`config.mk`:
```
export PLATFORM = sky130hd
export DESIGN_NAME = div_ctrl
export DESIGN_NICKNAME = d
export VERILOG_FILES = /design/src/rtl/div_ctrl.sv
export SDC_FILE = /design/constraint.sdc
export NUM_CORES = 1
export LEC_CHECK = 0
export BUFFER_PORTS_ARGS = -buffer_cell sky130_fd_sc_hd__buf_4
export CAP_MARGIN = 10
export CORE_MARGIN = 3
export CORE_UTILIZATION = 59
export CTS_CLUSTER_SIZE = 28
export DETAILED_ROUTE_END_ITERATION = 16
export GPL_ROUTABILITY_DRIVEN = 0
export PLACE_DENSITY = 0.85
export SYNTH_ARGS = -nofsm -noshare
export SYNTH_HDL_FRONTEND = slang
export SYNTH_SLANG_ARGS = --single-unit
```
`constraint.sdc`:
```
create_clock -name clk -period 5 [get_ports clk]
set_clock_uncertainty 0.15 [all_clocks]
set_input_delay 1.5 -clock clk [delete_from_list [all_inputs] [get_ports clk]]
set_output_delay 1.5 -clock clk [all_outputs]
set_load 0.02 [all_outputs]
```
`src/rtl/div_ctrl.sv`:
```
// Sequencer between the EXE stage and the 33-cycle iterative divider.
// Holds one div/mod request, drives the divider and returns the tagged result.
//
//   state | meaning
//   IDLE  | no request held, ready for a new one
//   BUSY  | divider running on the held operands (div_en high)
//   DONE  | result presented on resp_*, waiting for resp_ready
module div_ctrl #(
    parameter int TAG_W    = 5,
    parameter bit REUSE_EN = 1'b1
) (
    input  logic             clk,
    input  logic             resetn,
    input  logic             flush,
    input  logic             req_valid,
    output logic             req_ready,
    input  logic [1:0]       req_op,
    input  logic [31:0]      req_x,
    input  logic [31:0]      req_y,
    input  logic [TAG_W-1:0] req_tag,
    output logic             resp_valid,
    input  logic             resp_ready,
    output logic [31:0]      resp_data,
    output logic [TAG_W-1:0] resp_tag,
    output logic             div_en,
    output logic             div_signed,
    output logic [31:0]      div_x,
    output logic [31:0]      div_y,
    input  logic [31:0]      div_s,
    input  logic [31:0]      div_r,
    input  logic             div_complete
);

    typedef enum logic [1:0] {IDLE, BUSY, DONE} state_t;

    state_t           state;
    logic [1:0]       op_q;
    logic [TAG_W-1:0] tag_q;
    logic             accept;
    logic             hit;
    logic [31:0]      hit_data;
    logic             cache_wr;

    assign req_ready = ~flush & ((state == IDLE) | ((state == DONE) & resp_ready));
    assign accept    = req_valid & req_ready;
    // A flush in the completing cycle drops the result, so the cache must not see it either.
    assign cache_wr  = (state == BUSY) & div_complete & ~flush;

    generate
        if (REUSE_EN) begin : g_cache
            logic        cache_valid;
            logic        cache_sgn;
            logic [31:0] cache_x;
            logic [31:0] cache_y;
            logic [31:0] cache_s;
            logic [31:0] cache_r;

            always_ff @(posedge clk or negedge resetn) begin
                if (!resetn) begin
                    cache_valid <= 1'b0;
                    cache_sgn   <= 1'b0;
                    cache_x     <= '0;
                    cache_y     <= '0;
                    cache_s     <= '0;
                    cache_r     <= '0;
                end else if (cache_wr) begin
                    cache_valid <= 1'b1;
                    cache_sgn   <= div_signed;
                    cache_x     <= div_x;
                    cache_y     <= div_y;
                    cache_s     <= div_s;
                    cache_r     <= div_r;
                end
            end

            assign hit      = cache_valid & (req_x == cache_x) & (req_y == cache_y)
                              & (~req_op[1] == cache_sgn);
            assign hit_data = req_op[0] ? cache_r : cache_s;
        end else begin : g_no_cache
            assign hit      = 1'b0;
            assign hit_data = '0;
        end
    endgenerate

    always_ff @(posedge clk or negedge resetn) begin
        if (!resetn) begin
            state      <= IDLE;
            op_q       <= '0;
            tag_q      <= '0;
            div_en     <= 1'b0;
            div_signed <= 1'b0;
            div_x      <= '0;
            div_y      <= '0;
            resp_valid <= 1'b0;
            resp_data  <= '0;
            resp_tag   <= '0;
        end else if (flush) begin
            state      <= IDLE;
            div_en     <= 1'b0;
            resp_valid <= 1'b0;
        end else begin
            case (state)
                BUSY: begin
                    if (div_complete) begin
                        resp_data  <= op_q[0] ? div_r : div_s;
                        resp_tag   <= tag_q;
                        resp_valid <= 1'b1;
                        div_en     <= 1'b0;
                        state      <= DONE;
                    end
                end
                DONE: begin
                    if (resp_ready) begin
                        resp_valid <= 1'b0;
                        state      <= IDLE;
                    end
                end
                default: ;
            endcase
            // Accept only happens in IDLE or DONE, so it overrides the DONE retirement above.
            if (accept) begin
                div_x      <= req_x;
                div_y      <= req_y;
                div_signed <= ~req_op[1];
                op_q       <= req_op;
                tag_q      <= req_tag;
                if (hit) begin
                    resp_data  <= hit_data;
                    resp_tag   <= req_tag;
                    resp_valid <= 1'b1;
                    state      <= DONE;
                end else begin
                    div_en <= 1'b1;
                    state  <= BUSY;
                end
            end
        end
    end

endmodule

```
Word-level counts from Yosys, hierarchy flattened
Index checks and enable logic that the tools add are counted.
Widths: inputs -> output; s select.
- equality and inequality tests: 7
- mux-type cells: 27
- bitwise logic cells: 11
- reduce and logical (&&, ||, !) cells: 4
- operators with widths (operator ; count):
    $mux 32 ; 6
    $eq 32x32->1 ; 2
    $mux 5 ; 4
    $mux 1 ; 10
    $mux 2 ; 5
    $and 1x1->1 ; 8
    $ne 4x4->1 const B ; 2
    $pmux 2 s2 ; 1
    $reduce_bool 4->1 ; 1
    $reduce_and 3->1 ; 1
    $eq 2x1->1 const B ; 1
    $eq 2x2->1 const B ; 1
    $logic_not 2->1 ; 1
    $not 1->1 ; 2
    $pmux 1 s2 ; 1
    $reduce_and 2->1 ; 1
    $eq 1x1->1 ; 1
    $or 1x1->1 ; 1
- flip-flop bits (word level): 242
- input port bits: 141
- logic and storage cells: 65

Logic depth before layout (Yosys ltp)
Gate-level depths: netlist of run 1.
- depth after elaboration: 7
- depth in mapped cells: 10
- mapped depth without buffers: 8

Worst setup path before layout of run 1
OpenSTA, ideal clock, no wires.
- path type: input port to output port
- start: in flush
- end: out req_ready
- arrival: 2.062 ns
- data required time: 3.350 ns
- path slack: 1.288 ns
- stages on the path: 3
- buffers on the path: 1
- cell sequence: inv_1 clkbuf_1 and2_1
- cells in the longest elaborated chain, start to end: 2
- ends and longest elaborated chain (element ; line ; RTL):
    start, declared ; 14 ; input logic flush,
    $not 1->1 (no line) ; -- ;
    $and 1x1->1 ; 44 ; assign req_ready = ~flush & ((state == IDLE) | ((state == DONE) & resp_ready));
    end, declared ; 16 ; output logic req_ready,
No other way between the ends.

Final worst setup path of run 1
Ends and elaborated chain as after synthesis.

==> results of run 1 <==
==> power by group through the flow <==
stage	registers (W)	logic [W]	clock network (W)
floorplan	0.00352	0.00132	0
global placement	0.00332	0.00254	0
detailed placement	0.00336	0.00264	0
CTS	0.00335	0.00267	0.00224
global route	0.00344	0.00291	0.00232
finish	0.00336	0.00265	0.00222
==> synthesized netlist by cell type (4+ instances only) <==
master	number	area, um2
buf_1	6	22.52
buf_2	13	65.06
clkbuf_1	61	229.0
dfrtp_1	242	6056
ha_1	4	50.05
inv_1	20	75.07
mux2_2	32	360.4
mux2i_1	33	330.3
nand2_1	605	2271
nand2b_1	8	50.05
nand3_1	36	180.2
nand4_1	46	287.8
nor2_1	34	127.6
nor2b_1	18	112.6
o211ai_1	12	90.09
o211ai_2	30	375.4
o21ai_0	55	275.3
o22ai_1	4	25.02
or3_1	5	31.28
xnor2_1	38	332.8
==> final cells by class <==
| class | instances | area, um2 | share of cell area (%) |
|---|---|---|---|
| repair buffers | 264 | 2064 | 13.92 |
| flip-flops and latches | 242 | 6057 | 40.84 |
| inverters | 21 | 78.83 | 0.5315 |
| well taps | 265 | 331.6 | 2.236 |
| clock inverters | 12 | 237.7 | 1.603 |
| clock buffers | 34 | 762.0 | 5.138 |
| multi-input cells | 995 | 5299 | 35.73 |
==> tightest hold or removal path, stage by stage, from the launching register on <==
cell,delay [ns]
dfrtp_1,0.34
nand2_1,0.05
nand2_1,0.05
==> state kept, by name, indices dropped and copies added, names as in the netlist, 2 cells and up <==
signal / count
g_cache.cache_y: 32
div_y: 32
tag_q: 5
g_cache.cache_r: 32
resp_data: 32
div_x: 32
resp_tag: 5
state: 2
g_cache.cache_x: 32
g_cache.cache_s: 32
==> per-layer routing <==
metal | vias up | wire, um
met1 | 5076 | 13040
li1 | 4814 | -
met3 | 99 | 3240
met4 | 0 | 1545
met2 | 529 | 16310
met5 | - | 0
==> logic make-up (layout without fill, tap and decap cells) <==
family | count (synthesis) | count (layout) | synth area share [%]
AO/OA/AOI/OAI | 121 | 121 | 7.907
XOR/XNOR | 40 | 40 | 2.976
adder cells (fa/ha/maj) | 4 | 4 | 0.4251
buffers and inverters | 109 | 331 | 3.932
flip-flops | 242 | 242 | 51.44
multiplexers | 65 | 65 | 5.867
AND/OR/NAND/NOR | 765 | 765 | 27.45
==> per-stage QoR <==
step                      worst slack [ns]  cells  utilization [%]
after floorplan                      1.288   1346                -
after global placement              0.9377   1787            70.83
after detailed placement            0.9189   1787            70.83
after CTS                            1.138   1833            75.95
after global routing                 1.104   1833            75.95
final                                1.143   1833            75.95
==> how the worst min path moves through the flow <==
stage / from / to / slack, ns
finish: g_cache.cache_s[17]$_DFFE_PN0P_ / g_cache.cache_s[17]$_DFFE_PN0P_ / 0.32
global route: g_cache.cache_r[21]$_DFFE_PN0P_ / g_cache.cache_r[21]$_DFFE_PN0P_ / 0.34
CTS: g_cache.cache_valid$_DFFE_PN0P_ / g_cache.cache_valid$_DFFE_PN0P_ / 0.32
detailed placement: g_cache.cache_valid$_DFFE_PN0P_ / g_cache.cache_valid$_DFFE_PN0P_ / 0.30
global placement: g_cache.cache_valid$_DFFE_PN0P_ / g_cache.cache_valid$_DFFE_PN0P_ / 0.30
floorplan: g_cache.cache_valid$_DFFE_PN0P_ / g_cache.cache_valid$_DFFE_PN0P_ / 0.28
==> results.json, run 1 <==
{
  "final.fill_count": 1328,
  "syn_area_mm2": 0.01177,
  "holdWs_ns": 0.3221,
  "wl_per_cell_um": 18.62,
  "firstDrtPassIters": 6,
  "synth_cell_types": 44,
  "drc": 0,
  "drtIter0Drc": 832,
  "mostFrequentLayoutCell": "nand2_1",
  "grtUsageMet1_pct": 40.34,
  "vias": 10520,
  "critical_path.max_fanout": 11,
  "start_util_pct": 60.29,
  "synth-edff-count": 0,
  "track_usage_pct": 31.03,
  "syn_inst": 1346,
  "cts_resized": 0,
  "cellPowerDensity_mw_per_mm2": 554.9,
  "rsz0062_at_grt": "no",
  "r2r_end": "resp_tag[0]$_DFFE_PN0N_",
  "worstSkewPairLatency_ns": 0.53,
  "postLayoutCellArea_mm2": 0.01483,
  "cts_tree": "yes",
  "ys_ff_latch": 242,
  "slew_headroom_pct": 19.93,
  "cp_cell_sequence": "buf_4 -> inv_1 -> buf_4 -> and2_1 -> buf_4",
  "cp.depth": 5,
  "postCtsSetupBuffers": 0,
  "met2_usage_pct": 50.39,
  "setup_viol": 0,
  "synth_nets": 1491,
  "cts_root_buf": "clkbuf_16",
  "crit_path_top_delay_cell": "buf_4",
  "r2r_start": "g_cache.cache_y[20]$_DFFE_PN0P_",
  "ys_seq_area_share_pct": 51.44,
  "p_int_w": 0.005311,
  "grt_pass1_vias": 10650,
  "cts_max_path_buffers": 3,
  "placed_cell_area_mm2": 0.01383,
  "post-route-period-util_pct": 77.15,
  "switching_share_pct": 35.46,
  "total_power_w": 0.008229,
  "critPathTopFamily": "buffers and inverters",
  "drv_slew": 0,
  "ff2ff_path_depth": 7,
  "dieWidth_um": 147.3,
  "cts.clk_slew.worst_paths_ns": 0.06,
  "antenna_found_initial": 0,
  "dp_hpwl_um": 22360,
  "yosysWarnings": 0,
  "grt-busiest-layer": "met2",
  "criticalPathCategory": "input pin to output pin",
  "grt_max_degree": 109,
  "p_clk_share_pct": 26.9,
  "port_buffers": 245,
  "antenna_left": 0,
  "regToRegSetupSlack_ns": 2.06,
  "holdBufCountCts": 0,
  "drive_gt1_share_pct": 24.55,
  "cp-end-kind": "output pin",
  "fmax_ghz": 0.2592,
  "cp.buffers_inverters": 4,
  "period_needed_ns": 3.857,
  "p_seq_share_pct": 40.9,
  "nets": 1695,
  "tightest_slew_ns": 1.201,
  "crit_top_cell": "buf_4",
  "vias_per_cell": 5.738,
  "die_area_mm2": 0.02168,
  "crit_end": "req_ready",
  "avgSynthCellArea_um2": 8.746,
  "core_area_mm2": 0.01953,
  "power.switching_w": 0.002918,
  "hold_viol": 0,
  "grt_pass1_wl_um": 54770,
  "crit_required_ns": 3.35,
  "hold_path_depth": 2,
  "gr-total-overflow": 0,
  "maxCapViolCount": 0,
  "ir_drop_mv": 0.3798,
  "final_cell_mix": "604 x nand2_1, 257 x buf_4, 241 x dfrtp_1",
  "numCtsBuffers": 26,
  "crit_start": "flush",
  "htree_levels": 1,
  "routed_wirelength_um": 34130,
  "comb_power_share_pct": 32.2,
  "synth_ff_type": "dfrtp_1",
  "met3_usage_pct": 7.650,
  "die_y_um": 147.3,
  "critical-path-max-stage-delay_ns": 0.19,
  "final.setup.tns_ns": 0,
  "io_pins": 246,
  "diodes": 0,
  "cts.sinks": 242,
  "status": "finished clean",
  "area_growth_pct": 25.98,
  "critPathLaunchType": "input pin",
  "async_reset_ff_share_pct": 100.0,
  "hold_class": "register to register",
  "leakagePower_nw": 7.484,
  "crit_arrival_ns": 2.21,
  "rows": 51
}
No activity file was read; power rests on OpenSTA's default activity.
==> inputs of run 2 (changes only) <==
--- a/config.mk
+++ b/config.mk
@@ -8,11 +8,11 @@
 export BUFFER_PORTS_ARGS = -buffer_cell sky130_fd_sc_hd__buf_4
 export CAP_MARGIN = 10
 export CORE_MARGIN = 3
-export CORE_UTILIZATION = 59
+export CORE_UTILIZATION = 55
 export CTS_CLUSTER_SIZE = 28
 export DETAILED_ROUTE_END_ITERATION = 16
 export GPL_ROUTABILITY_DRIVEN = 0
-export PLACE_DENSITY = 0.85
+export PLACE_DENSITY = 0.8
 export SYNTH_ARGS = -nofsm -noshare
 export SYNTH_HDL_FRONTEND = slang
 export SYNTH_SLANG_ARGS = --single-unit
==> constraint.sdc (replaced) <==
create_clock -name clk -period 4 [get_ports clk]
set_clock_uncertainty 0.15 [all_clocks]
set_input_delay 1.2 -clock clk [delete_from_list [all_inputs] [get_ports clk]]
set_output_delay 1.2 -clock clk [all_outputs]
set_load 0.02 [all_outputs]
==> run 2 against run 1 <==
  * Total power up 22%
  * Cell area is 0.19% lower
  * Sequential power up 25%
  * Sequential share of layout area rose by 0.076 points
  * Combinational power increased by 24%
  * Critical path depth fell by 1
  * Non-clock buffer count unchanged
  * First-iteration DRC count decreased by 14%
  * Cell count grew 0.38%
  * Critical path type unchanged
  * Largest cell class unchanged
  * Largest power group unchanged
==> results.json, run 2 (same netlist as run 1, synthesis figures left out) <==
{
  "status": "finished clean",
  "cts.sinks": 242,
  "cp-end-kind": "output pin",
  "grt_pass1_wl_um": 54050,
  "comb_power_share_pct": 32.7,
  "die_y_um": 152.3,
  "cts_tree": "yes",
  "area_growth_pct": 25.74,
  "r2r_start": "g_cache.cache_y[9]$_DFFE_PN0P_",
  "period_needed_ns": 3.268,
  "firstDrtPassIters": 7,
  "cp_cell_sequence": "buf_4 -> inv_1 -> and2_1 -> buf_4",
  "gr-total-overflow": 0,
  "antenna_left": 0,
  "power.switching_w": 0.003589,
  "hold_viol": 0,
  "port_buffers": 245,
  "wl_per_cell_um": 18.14,
  "numCtsBuffers": 26,
  "crit_start": "flush",
  "dieWidth_um": 152.3,
  "maxCapViolCount": 0,
  "placed_cell_area_mm2": 0.01387,
  "crit_path_top_delay_cell": "inv_1",
  "vias": 10330,
  "hold_path_depth": 2,
  "worstSkewPairLatency_ns": 0.52,
  "start_util_pct": 57.08,
  "tightest_slew_ns": 1.128,
  "diodes": 0,
  "antenna_found_initial": 0,
  "slew_headroom_pct": 24.81,
  "worstHoldStart": "g_cache.cache_s[18]$_DFFE_PN0P_",
  "track_usage_pct": 28.23,
  "final.setup.tns_ns": 0,
  "drtIter0Drc": 713,
  "multiInputGateArea_mm2": 0.005299,
  "routed_wirelength_um": 33370,
  "setup_viol": 0,
  "cts.clk_slew.worst_paths_ns": 0.06,
  "fmax_ghz": 0.3060,
  "critPathLaunchType": "input pin",
  "cts_root_buf": "clkbuf_16",
  "hold_class": "register to register",
  "drive_gt1_share_pct": 24.39,
  "met2_usage_pct": 44.03,
  "core_area_mm2": 0.02062,
  "final.fill_count": 1545,
  "ir_drop_mv": 0.4624,
  "cts_resized": 0,
  "grt_pass1_vias": 10290,
  "critical-path-max-stage-delay_ns": 0.29,
  "final_cell_mix": "604 x nand2_1, 254 x buf_4, 241 x dfrtp_1",
  "regArea_mm2": 0.006057,
  "nets": 1695,
  "crit_required_ns": 2.65,
  "grt-busiest-layer": "met2",
  "post-route-period-util_pct": 81.71,
  "final_core_util_pct": 71.77,
  "p_seq_share_pct": 41.7,
  "grtUsageMet1_pct": 39.02,
  "htree_levels": 1,
  "crit_top_cell": "buf_4",
  "holdBufCountCts": 0,
  "postCtsSetupBuffers": 0,
  "p_int_w": 0.006473,
  "rows": 52,
  "cts_max_path_buffers": 3,
  "criticalPathCategory": "input pin to output pin",
  "drv_slew": 0,
  "vias_per_cell": 5.611,
  "dp_hpwl_um": 22130,
  "grt_max_degree": 98,
  "postLayoutCellArea_mm2": 0.01480,
  "crit_arrival_ns": 1.92,
  "die_area_mm2": 0.02320,
  "leakagePower_nw": 7.467,
  "drc": 0,
  "ff2ff_path_depth": 7,
  "io_pins": 246,
  "critical_path.max_fanout": 11,
  "cellPowerDensity_mw_per_mm2": 679.7,
  "p_clk_share_pct": 25.7,
  "met3_usage_pct": 6.788,
  "mostFrequentLayoutCell": "nand2_1",
  "rsz0062_at_grt": "no",
  "switching_share_pct": 35.67
}
[run 2: power by group through the flow]
stage | clock (W) | combinational [W] | sequential, W
floorplan | 0 | 0.00165 | 0.00440
global placement | 0 | 0.00319 | 0.00415
detailed placement | 0 | 0.00329 | 0.00420
CTS | 0.00261 | 0.00331 | 0.00418
global route | 0.00272 | 0.00363 | 0.00431
finish | 0.00258 | 0.00329 | 0.00419
[run 2: worst paths after layout]
kind / end / slack, ns
worst min register to register: g_cache.cache_s[18]$_DFFE_PN0P_ / 0.32
worst max-delay path: req_ready / 0.73
worst max register to register: resp_valid$_DFF_PN0_ / 1.41
worst min-delay path: g_cache.cache_s[18]$_DFFE_PN0P_ / 0.32
min in group asynchronous: g_cache.cache_r[4]$_DFFE_PN0P_ / 0.54
max in group asynchronous: g_cache.cache_r[18]$_DFFE_PN0P_ / 2.36
[run 2: routing by layer]
layer / wire length, um / share of wire (%)
met3: 3204 / 9.6
met2: 15520 / 47
met1: 13400 / 40
met4: 1247 / 3.7
met5: 0 / 0
[run 2: final cells by class]
cell class,instances,area share (%)
sequential,242,40.92
multi-input combinational,995,35.80
timing repair buffer,264,14.20
clock buffer,35,4.970
tap,270,2.282
clock inverter,13,1.302
inverter,21,0.5325
[run 2: metrics by stage]
step | worst slack [ns] | total power [W] | instances | hold slack (ns)
finish | 0.7315 | 0.01006 | 1840 | 0.3214
global route | 0.6479 | 0.01066 | 1840 | 0.3399
CTS | 0.7274 | 0.01010 | 1840 | 0.3235
detailed placement | 0.5168 | 0.007486 | 1792 | 0.3042
global placement | 0.6463 | 0.007342 | 1792 | 0.3009
floorplan | 0.8881 | 0.006051 | 1346 | 0.2775
[run 2: worst max-delay path, delay by kind of cell]
family,cells,cell delay (ns)
and+or+nand+nor,1,0.18
buffers and inverters,3,0.53
==> inputs of run 3 (changes only) <==
--- a/config.mk
+++ b/config.mk
@@ -8,11 +8,11 @@
 export BUFFER_PORTS_ARGS = -buffer_cell sky130_fd_sc_hd__buf_4
 export CAP_MARGIN = 10
 export CORE_MARGIN = 3
-export CORE_UTILIZATION = 55
+export CORE_UTILIZATION = 50
 export CTS_CLUSTER_SIZE = 28
 export DETAILED_ROUTE_END_ITERATION = 16
 export GPL_ROUTABILITY_DRIVEN = 0
-export PLACE_DENSITY = 0.8
+export PLACE_DENSITY = 0.77
 export SYNTH_ARGS = -nofsm -noshare
 export SYNTH_HDL_FRONTEND = slang
 export SYNTH_SLANG_ARGS = --single-unit
==> constraint.sdc (replaced) <==
create_clock -name clk -period 2.8 [get_ports clk]
set_clock_uncertainty 0.15 [all_clocks]
set_input_delay 0.84 -clock clk [delete_from_list [all_inputs] [get_ports clk]]
set_output_delay 0.84 -clock clk [all_outputs]
set_load 0.02 [all_outputs]
==> run 3 against run 2 <==
  * Cell count up 4.0%
  * Clock power up 32%
  * Via count down 1.0%
  * Core utilization down 5.7 points
  * Worst setup slack worse by 0.59 ns
  * Critical path depth up 1
  * Critical path type is now register to output pin
==> results.json, run 3 (same netlist as run 1, synthesis figures left out) <==
{
  "rsz0062_at_grt": "no",
  "crit_path_top_delay_cell": "dfrtp_1",
  "antenna_left": 0,
  "wl_per_cell_um": 17.31,
  "crit_arrival_ns": 1.67,
  "drtIter0Drc": 768,
  "cts_root_buf": "clkbuf_16",
  "vias_per_cell": 5.341,
  "antenna_found_initial": 1,
  "ff2ff_path_depth": 9,
  "htree_levels": 1,
  "leakagePower_nw": 7.614,
  "critical-path-max-stage-delay_ns": 0.38,
  "period_needed_ns": 2.661,
  "place_ws_ns": -0.2028,
  "setup_viol": 0,
  "dpl.cell_count": 1864,
  "holdWs_ns": 0.1119,
  "grt_pass1_wl_um": 54210,
  "vias": 10220,
  "cts.clk_slew.worst_paths_ns": 0.06,
  "cts_tree": "yes",
  "drive_gt1_share_pct": 25.81,
  "final.setup.worst_slack_ns": 0.1391,
  "regToRegSetupSlack_ns": 0.34,
  "final.setup.tns_ns": 0,
  "met2_length_um": 15790,
  "r2r_start": "g_cache.cache_y[9]$_DFFE_PN0P_",
  "area_growth_pct": 28.56,
  "final_core_util_pct": 66.04,
  "dieWidth_um": 159.4,
  "worstSkewPairLatency_ns": 0.52,
  "status": "finished clean",
  "dp_hpwl_um": 23050,
  "firstDrtPassIters": 5,
  "final.fill_count": 1810,
  "die_y_um": 159.4,
  "core_area_mm2": 0.02292,
  "maxCapViolCount": 0,
  "post-route-period-util_pct": 95.03,
  "hold_class": "input pin to asynchronous set/reset pin",
  "ir_drop_mv": 0.7136,
  "routed_wirelength_um": 33130,
  "final_cell_count_no_fill": 1914,
  "cts.sinks": 242,
  "nets": 1725,
  "drv_slew": 0,
  "cts_max_path_buffers": 3,
  "critical_path.max_fanout": 3,
  "cp_cell_sequence": "inv_1 -> ha_1 -> a21o_1 -> and2_1 -> buf_4",
  "cp-end-kind": "output pin",
  "critPathLaunchType": "register",
  "route.met3.wl_um": 2803,
  "criticalPathCategory": "register to output pin",
  "port_buffers": 245,
  "grt_pass1_vias": 10310,
  "gr-total-overflow": 0,
  "io_pins": 246,
  "start_util_pct": 51.37,
  "numCtsBuffers": 26,
  "cellPowerDensity_mw_per_mm2": 934.5,
  "met1_length_um": 13440,
  "tightest_slew_ns": 0.5796,
  "crit_required_ns": 1.81,
  "grt_max_degree": 73,
  "rows": 55,
  "die_area_mm2": 0.02542,
  "mostFrequentLayoutCell": "nand2_1",
  "slew_headroom_pct": 61.36,
  "top_layer": "met4",
  "track_usage_pct": 25.76,
  "drc": 0,
  "fmax_ghz": 0.3758,
  "hold_viol": 0,
  "final_cell_mix": "604 x nand2_1, 274 x buf_4, 241 x dfrtp_1",
  "r2r_end": "resp_data[12]$_DFFE_PN0N_"
}
[run 3: worst max-delay path by stage]
stage / from / end / slack, ns / cells after the start
2_1_floorplan: req_x[21] / resp_data[10]$_DFFE_PN0N_ / 0.15 / 8
3_3_place_gp: req_y[29] / resp_tag[1]$_DFFE_PN0N_ / -0.20 / 9
3_5_place_dp: req_y[29] / resp_data[12]$_DFFE_PN0N_ / -0.20 / 9
4_1_cts: state[0]$_DFFE_PN0P_ / req_ready / 0.03 / 5
5_1_grt: state[0]$_DFFE_PN0P_ / req_ready / 0.06 / 5
6_report: state[0]$_DFFE_PN0P_ / req_ready / 0.14 / 5
[run 3: per-stage QoR]
stage                     power (W)  area (um2)
after global placement      0.01058       14270
after global routing        0.01505       15130
final                       0.01414       15130
after CTS                   0.01424       15120
after floorplan            0.008645       11770
after detailed placement    0.01080       14270
[run 3: power breakdown]
group,switching [W],total [W],internal (W)
clock network,0.00141,0.00340,0.00199
registers,0.00102,0.00588,0.00485
logic,0.00269,0.00487,0.00218
total,0.00512,0.0141,0.00902
[run 3: cell type report]
type	instances	area [um2]	share of cell area [%]
inverters	21	78.83	0.5208
well taps	313	391.6	2.588
repair buffers	294	2452	16.20
multi-input cells	995	5299	35.01
diodes	1	2.502	0.01653
clock buffers	37	763.2	5.043
flip-flops and latches	242	6057	40.02
clock inverters	11	90.09	0.5952
[run 3: routing by layer]
metal  vias to the layer above  GRT usage [%]
met5                         -              0
met4                         0          8.476
met3                        70          7.310
met2                       379          41.82
met1                      4910          33.54
li1                       4863              -
[run 3: worst max-delay path, delay by kind of cell, from the launching register on]
kind	cells	cell delay (ns)
flip-flops	1	0.38
buffers and inverters	2	0.24
AO/OA/AOI/OAI	1	0.16
adder cells (fa/ha/maj)	1	0.22
AND/OR/NAND/NOR	1	0.15
[run 3: what timing repair did]
| item | CTS | global route |
|---|---|---|
| setup buffers | 0 | 1 |
| resized for setup | 0 | 0 |
| endpoints found under the setup margin | 0 | 1 |
| hold buffers | 0 | 0 |
